## src/rtl/mux2_arbiter_if.sv

```systemverilog
// mux2_arbiter_if: requester, output and grant signals of the two-input burst arbiter.
// The master side drives the requesters and out_ready; the slave side is the arbiter.
interface mux2_arbiter_if #(
  parameter int LEN = 8
);
  logic           in0_valid;
  logic [LEN-1:0] in0_data;
  logic           in0_last;
  logic           in0_ready;
  logic           in1_valid;
  logic [LEN-1:0] in1_data;
  logic           in1_last;
  logic           in1_ready;
  logic           out_valid;
  logic [LEN-1:0] out_data;
  logic           out_last;
  logic           out_ready;
  logic           sel;
  logic [1:0]     grant;

  modport master (
    output in0_valid, in0_data, in0_last,
    output in1_valid, in1_data, in1_last,
    output out_ready,
    input  in0_ready, in1_ready,
    input  out_valid, out_data, out_last,
    input  sel, grant
  );

  modport slave (
    input  in0_valid, in0_data, in0_last,
    input  in1_valid, in1_data, in1_last,
    input  out_ready,
    output in0_ready, in1_ready,
    output out_valid, out_data, out_last,
    output sel, grant
  );
endinterface

```

## src/rtl/mux2_arbiter.sv

```systemverilog
// mux2_arbiter: two-requester arbiter with a registered output beat.
// Contention from IDLE goes to the requester not granted last; in0 wins first after reset.
// Optional feature: define MUX2_ARBITER_LOCK_EN to hold a grant until a beat with last=1
// transfers. Without it every transferred beat ends the grant.
module mux2_arbiter #(
  parameter int LEN = 8
) (
  input  logic         clk,
  input  logic         rst_n,
  mux2_arbiter_if.slave io_bus
);

  typedef enum logic [1:0] {StIdle, StG0, StG1} state_e;

  state_e         r_state;
  state_e         w_state_next;
  logic           r_last_grant;
  logic           r_out_valid;
  logic           r_out_last;
  logic [LEN-1:0] r_out_data;

  logic w_out_free;
  logic w_xfer0;
  logic w_xfer1;
  logic w_end_grant;

  // Transfer qualifiers: output slot free, granted requester valid.
  always_comb begin
    w_out_free = !r_out_valid || io_bus.out_ready;
    w_xfer0    = (r_state == StG0) && io_bus.in0_valid && w_out_free;
    w_xfer1    = (r_state == StG1) && io_bus.in1_valid && w_out_free;
`ifdef MUX2_ARBITER_LOCK_EN
    w_end_grant = (w_xfer0 && io_bus.in0_last) || (w_xfer1 && io_bus.in1_last);
`else
    w_end_grant = w_xfer0 || w_xfer1;
`endif
  end

  // State register.
  always_ff @(posedge clk or negedge rst_n) begin
    if (!rst_n) begin
      r_state <= StIdle;
    end else begin
      r_state <= w_state_next;
    end
  end

  // Next-state: a grant only moves when it ends; otherwise it holds even with valid low.
  always_comb begin
    w_state_next = r_state;
    unique case (r_state)
      StIdle: begin
        if (io_bus.in0_valid && io_bus.in1_valid) begin
          w_state_next = r_last_grant ? StG0 : StG1;
        end else if (io_bus.in0_valid) begin
          w_state_next = StG0;
        end else if (io_bus.in1_valid) begin
          w_state_next = StG1;
        end
      end
      StG0: begin
        if (w_end_grant) begin
          if (io_bus.in1_valid)       w_state_next = StG1;
          else if (!io_bus.in0_valid) w_state_next = StIdle;
        end
      end
      StG1: begin
        if (w_end_grant) begin
          if (io_bus.in0_valid)       w_state_next = StG0;
          else if (!io_bus.in1_valid) w_state_next = StIdle;
        end
      end
      default: w_state_next = StIdle;
    endcase
  end

  // Outputs decoded from the state: grant, datapath select and requester readies.
  always_comb begin
    io_bus.grant     = 2'b00;
    io_bus.sel       = 1'b0;
    io_bus.in0_ready = 1'b0;
    io_bus.in1_ready = 1'b0;
    unique case (r_state)
      StG0: begin
        io_bus.grant     = 2'b01;
        io_bus.in0_ready = w_out_free;
      end
      StG1: begin
        io_bus.grant     = 2'b10;
        io_bus.sel       = 1'b1;
        io_bus.in1_ready = w_out_free;
      end
      default: ;
    endcase
  end

  // Output beat register and last-grant memory; data/last hold once the beat drains.
  always_ff @(posedge clk or negedge rst_n) begin
    if (!rst_n) begin
      r_out_valid  <= 1'b0;
      r_out_data   <= '0;
      r_out_last   <= 1'b0;
      r_last_grant <= 1'b1;
    end else if (w_xfer0) begin
      r_out_valid  <= 1'b1;
      r_out_data   <= io_bus.in0_data;
      r_out_last   <= io_bus.in0_last;
      r_last_grant <= 1'b0;
    end else if (w_xfer1) begin
      r_out_valid  <= 1'b1;
      r_out_data   <= io_bus.in1_data;
      r_out_last   <= io_bus.in1_last;
      r_last_grant <= 1'b1;
    end else if (r_out_valid && io_bus.out_ready) begin
      r_out_valid  <= 1'b0;
    end
  end

  assign io_bus.out_valid = r_out_valid;
  assign io_bus.out_data  = r_out_data;
  assign io_bus.out_last  = r_out_last;

endmodule

```

## src/flat_wrapper.sv

```systemverilog
// flat-port wrapper written by rule: the top's interface ports become plain ports
module mux2_arbiter_flat 
#(
  parameter int LEN = 8
)
  (clk, rst_n, io_bus_in0_valid, io_bus_in0_data, io_bus_in0_last, io_bus_in1_valid, io_bus_in1_data, io_bus_in1_last, io_bus_out_ready, io_bus_in0_ready, io_bus_in1_ready, io_bus_out_valid, io_bus_out_data, io_bus_out_last, io_bus_sel, io_bus_grant);
  mux2_arbiter_if #(.LEN(LEN)) io_bus_i ();
  input  logic clk;
  input  logic rst_n;
  input wire logic [$bits(io_bus_i.in0_valid)-1:0] io_bus_in0_valid;
  input wire logic [$bits(io_bus_i.in0_data)-1:0] io_bus_in0_data;
  input wire logic [$bits(io_bus_i.in0_last)-1:0] io_bus_in0_last;
  input wire logic [$bits(io_bus_i.in1_valid)-1:0] io_bus_in1_valid;
  input wire logic [$bits(io_bus_i.in1_data)-1:0] io_bus_in1_data;
  input wire logic [$bits(io_bus_i.in1_last)-1:0] io_bus_in1_last;
  input wire logic [$bits(io_bus_i.out_ready)-1:0] io_bus_out_ready;
  output wire logic [$bits(io_bus_i.in0_ready)-1:0] io_bus_in0_ready;
  output wire logic [$bits(io_bus_i.in1_ready)-1:0] io_bus_in1_ready;
  output wire logic [$bits(io_bus_i.out_valid)-1:0] io_bus_out_valid;
  output wire logic [$bits(io_bus_i.out_data)-1:0] io_bus_out_data;
  output wire logic [$bits(io_bus_i.out_last)-1:0] io_bus_out_last;
  output wire logic [$bits(io_bus_i.sel)-1:0] io_bus_sel;
  output wire logic [$bits(io_bus_i.grant)-1:0] io_bus_grant;
  assign io_bus_i.in0_valid = io_bus_in0_valid;
  assign io_bus_i.in0_data = io_bus_in0_data;
  assign io_bus_i.in0_last = io_bus_in0_last;
  assign io_bus_i.in1_valid = io_bus_in1_valid;
  assign io_bus_i.in1_data = io_bus_in1_data;
  assign io_bus_i.in1_last = io_bus_in1_last;
  assign io_bus_i.out_ready = io_bus_out_ready;
  assign io_bus_in0_ready = io_bus_i.in0_ready;
  assign io_bus_in1_ready = io_bus_i.in1_ready;
  assign io_bus_out_valid = io_bus_i.out_valid;
  assign io_bus_out_data = io_bus_i.out_data;
  assign io_bus_out_last = io_bus_i.out_last;
  assign io_bus_sel = io_bus_i.sel;
  assign io_bus_grant = io_bus_i.grant;
  mux2_arbiter #(.LEN(LEN)) u_core (.clk(clk), .rst_n(rst_n), .io_bus(io_bus_i));
endmodule
```

## config.mk

```make
export PLATFORM = sky130hd
export DESIGN_NAME = mux2_arbiter_flat
export DESIGN_NICKNAME = d
export VERILOG_FILES = /design/src/rtl/mux2_arbiter_if.sv /design/src/rtl/mux2_arbiter.sv /design/src/flat_wrapper.sv
export SDC_FILE = /design/constraint.sdc
export NUM_CORES = 1
export LEC_CHECK = 0
export ABC_AREA = 0
export CORE_UTILIZATION = 34
export DETAILED_ROUTE_END_ITERATION = 8
export PLACE_DENSITY = 0.7
export SYNTH_ARGS = -nofsm -noshare
export SYNTH_HDL_FRONTEND = slang
export SYNTH_SLANG_ARGS = --single-unit
```

## constraint.sdc

```tcl
create_clock -name clk -period 1.38 [get_ports clk]
set_clock_uncertainty 0.2 [all_clocks]
set_input_delay 0.276 -clock clk [delete_from_list [all_inputs] [get_ports clk]]
set_output_delay 0.276 -clock clk [all_outputs]
set_load 0.05 [all_outputs]
```

; ---- Word level (Yosys, flattened, before mapping)
; Index checks and enable logic that the tools add are counted.
; W data, S select, Z words.
[classes]
reduce_logical = 13
n_eq_ne = 7
muxes = 24
[ops]
columns = operator, n
row1 = $mux W2, 10
row2 = $mux W8, 2
row3 = $mux W1, 10
row4 = $logic_and A1 B1 Y1, 6
row5 = $ne A3 B3 Y1 const B, 2
row6 = $pmux W2 S3, 1
row7 = $reduce_and A5 Y1, 1
row8 = $ne A2 B1 Y1 const B, 2
row9 = $ne A4 B3 Y1 const B, 1
row10 = $pmux W2 S2, 1
row11 = $reduce_bool A3 Y1, 1
row12 = $eq A2 B1 Y1 const B, 1
row13 = $eq A2 B2 Y1 const B, 1
row14 = $logic_not A2 Y1, 1
row15 = $logic_or A1 B1 Y1, 2
row16 = $reduce_bool A2 Y1, 1
row17 = $logic_not A1 Y1, 1
[word_totals]
ff_bits = 13
output_inout_bits = 15
input_bits = 23

; ---- Longest topological paths before layout
[logic_depth]
depth_word = 6
depth_mapped = 5

; ---- Worst setup path before layout
; Ideal clock, no wire load.
[synth_path]
kind = reg-to-output
start = register u_core.r_state[0]
end = output io_bus_in1_ready
path_slack_ps = -427
path_stages_with_launch = 3
t_arrival_ps = 1331
cell_sequence = dfrtp_1 > and2b_2 > and2_1
[synth_via]
elab_chain_cells = 2
[synth_lines]
columns = element, line
row1 = "start, declared", mux2_arbiter.sv:15  ; state_e r_state;
row2 = "start signal, assigned", mux2_arbiter.sv:42  ; r_state <= StIdle;
row3 = "start signal, assigned", mux2_arbiter.sv:44  ; r_state <= w_state_next;
row4 = $eq A2 B2 Y1, mux2_arbiter.sv:83  ; unique case (r_state)
row5 = $mux W1, mux2_arbiter.sv:83
row6 = "end, declared", flat_wrapper.sv:18  ; output wire logic [$bits(io_bus_i.in1_ready)-1:0] io_bus_in1_ready;
; Every way passes these cells.

; ---- Worst setup path in the final report
; Same ends and word-level chain as after synthesis.

==> run metrics <==
CP bufs+invs 1; Synth area leaders dfrtp_1 43%, mux2i_1 11%, nand3b_4 5.7%; Yosys warnings 0; CP peak stage delay 0.44 ns; Port Buf Inserts 37; flop-to-flop setup slack -0.15 ns; CP required 0.90 ns; Routed WL 2.07 mm; crit path DAT 1.25 ns; DRC viols 0; top layer in use met4; VDD IR max 1.89 mV; Hold/Removal Path Class in2async; P&R area growth vs syn 131%; CTS tree done; Synthesized Nets 90; final setup violation count 16; Design Area, Final 1630 sq um; Synth Flop Type dfrtp_1; ANT cells 0; sw power 1.86 mW; Post-synth EDFFs 0; fraction of registers with async set/reset 100%; Total Nets Final 153; cell-internal power 2.38 mW; area share of the largest cell type after synthesis 42.6%; fmax 0.580 GHz; crit-path max FO 5; Post-DP Area 1420 sq um; core area 1960 sq um; Comb power frac 73.8%; Num CTS Buffers 3; CP max-delay cell dfrtp_2; Critical Path Sink Type primary output; period utilisation layout 125%; crit path kind reg2out; total gr overflow 0; clock-pin slew on the worst setup and hold paths 0.08 ns; Synth area leader dfrtp_1; CTS Hold Bufs 0; Post-Syn Area per Cell 10.5 sq um; initial drt markers 5; DRT Pass-1 Iters 4; largest net degree at the start of global routing 14; Tmin final 1.72 ns; switching share of power 43.8%; met3 WL 115 microns; post-DP HPWL 1.45 mm; number of synthesized register bits 13; WL/cell 13.2 microns; Die Span X 47.6 microns; status finished, violations left; mapped cell area 706 sq um; Clk Latency, worst-skew pair 0.27 ns; failing checks negative setup slack; sequential area share after synthesis 46.3%; Die Span Y 47.6 microns; H-tree Lvls 1; Via density 4.81; total track usage 20.8%; crit path launch type flop; first-pass GRT wire length 3.20 mm; DRT met1 WL 833 microns; reg2reg path depth 6; clk root buf clkbuf_4; initial core utilization 36.0%; antenna violations before repair 0; clk sinks 13; Max Cap Violations 0; leakage power 0.731 nW; metal2 WL 1.11 mm; unrepaired setup endpoints after global routing yes; family with the most delay on the worst path flip-flops; Cell Chain, Critical Path and2b_4 > and2_4 > buf_12; Max clock buf depth 2; Vias 750; RR Startpoint u_core.r_state[1]; Final Wtd Congestion 0.756; cell row count 16; IO Pins 38; vias in the first global route 744; Synth top cells by count 12 x dfrtp_1, 9 x nor2_1, 8 x mux2i_1; Pwr Total 4.23 mW; Hold Vio Cnt, Final 0; worst rel slew slack 86.6%; Synth Instances 67; Slew Viols, Final 0; Pwr Density 2590 nW/um^2; setup ws final -0.343 ns; dpl ws -0.390 ns; cell with the most instances after synthesis dfrtp_1; worst-margin pin slew 0.196 ns; worst hold slack 0.105 ns; Worst R2R End u_core.io_bus.out_data[7]; antenna viol nets, final 0; Yosys cell types 20; Clk network pwr share 5.6%; DIE AREA 2260 sq um; Sequential Power Share 20.7%; share of layout cells above drive strength 1 66.7%
layout make-up:
class / instances / area [sq um]
repair buffers: 60 / 734
inverters: 3 / 11.3
multi-input cells: 49 / 485
well taps: 27 / 33.8
flip-flops and latches: 13 / 340
clock buffers: 4 / 26.3
fillers: 125 / 330
metal layers:
metal	vias to the layer above	GRT usage, %
met3	2	3.77
li1	360	-
met4	0	9.44
met1	359	24.2
met5	-	0
met2	29	37.0
cells by family (layout without fill, tap and decap cells):
family,count (synthesis),after routing,synth area share [%]
AOI/OAI and AO/OA,17,17,16.3
muxes,8,8,11.3
DFF,13,13,46.3
buffers and inverters,5,67,4.79
and+or+nand+nor,24,24,21.3
power by group through the flow:
stage	clock network [mW]	registers [mW]	logic (mW)
6_report	0.235	0.875	3.12
5_1_grt	0.269	0.902	3.27
4_1_cts	0.242	0.819	3.03
3_5_place_dp	0	0.831	2.69
3_3_place_gp	0	0.820	2.64
2_1_floorplan	0	1.24	0.947
stage by stage:
stage	setup TNS (ns)	utilization, %	std cells
2_1_floorplan	-0.778	-	67
3_3_place_gp	-4.80	72.3	144
3_5_place_dp	-5.08	72.3	144
4_1_cts	-3.35	79.8	155
5_1_grt	-3.89	83.2	156
6_report	-2.90	83.2	156
timing repair:
action | in CTS | in global routing
buffers inserted | 7 | 3
endpoints found under the setup margin | 18 | 20
cloned | 1 | 0
pin swaps | 6 | 2
resized for setup | 14 | 27
cell usage in the layout, fill, tap and decap left out:
cell type	n
mux2i_1	6
nand2_1	4
clkbuf_4	3
nand2b_4	1
clkdlybuf4s50_1	21
buf_4	15
nor2b_4	1
nand3b_4	2
dfrtp_2	11
o21ai_2	1
mux2i_2	2
dlymetal6s2s_1	1
nor2_4	9
a21oi_4	1
inv_1	3
dfrtp_1	1
buf_12	16
a21oi_2	8
o22ai_1	2
and2b_4	2
and2b_2	1
dfstp_2	1
o221ai_2	1
clkbuf_1	1
buf_6	7
o21ai_1	1
nand3_1	2
and2_4	2
a22oi_2	2
a21oi_1	1
worst max-delay path by stage:
stage,from,end,slack [ns],cells after the start
after CTS,u_core.r_state[0],io_bus_in1_ready,-0.35,3
after floorplan,u_core.r_state[0],io_bus_in1_ready,-0.17,2
after global placement,io_bus_in0_valid,u_core.io_bus.out_data[5],-0.36,6
after detailed placement,io_bus_in0_valid,u_core.io_bus.out_data[7],-0.39,6
final,u_core.r_state[0],io_bus_in1_ready,-0.34,3
after global routing,u_core.r_state[1],io_bus_in0_ready,-0.39,3
registers in the layout, summed over array words and instances, names as in the netlist:
signal,flops
u_core.io_bus.out_last,1
u_core.io_bus.out_valid,1
u_core.r_last_grant,1
u_core.r_state,2
u_core.io_bus.out_data,8
No activity file was read; power rests on OpenSTA's default activity.
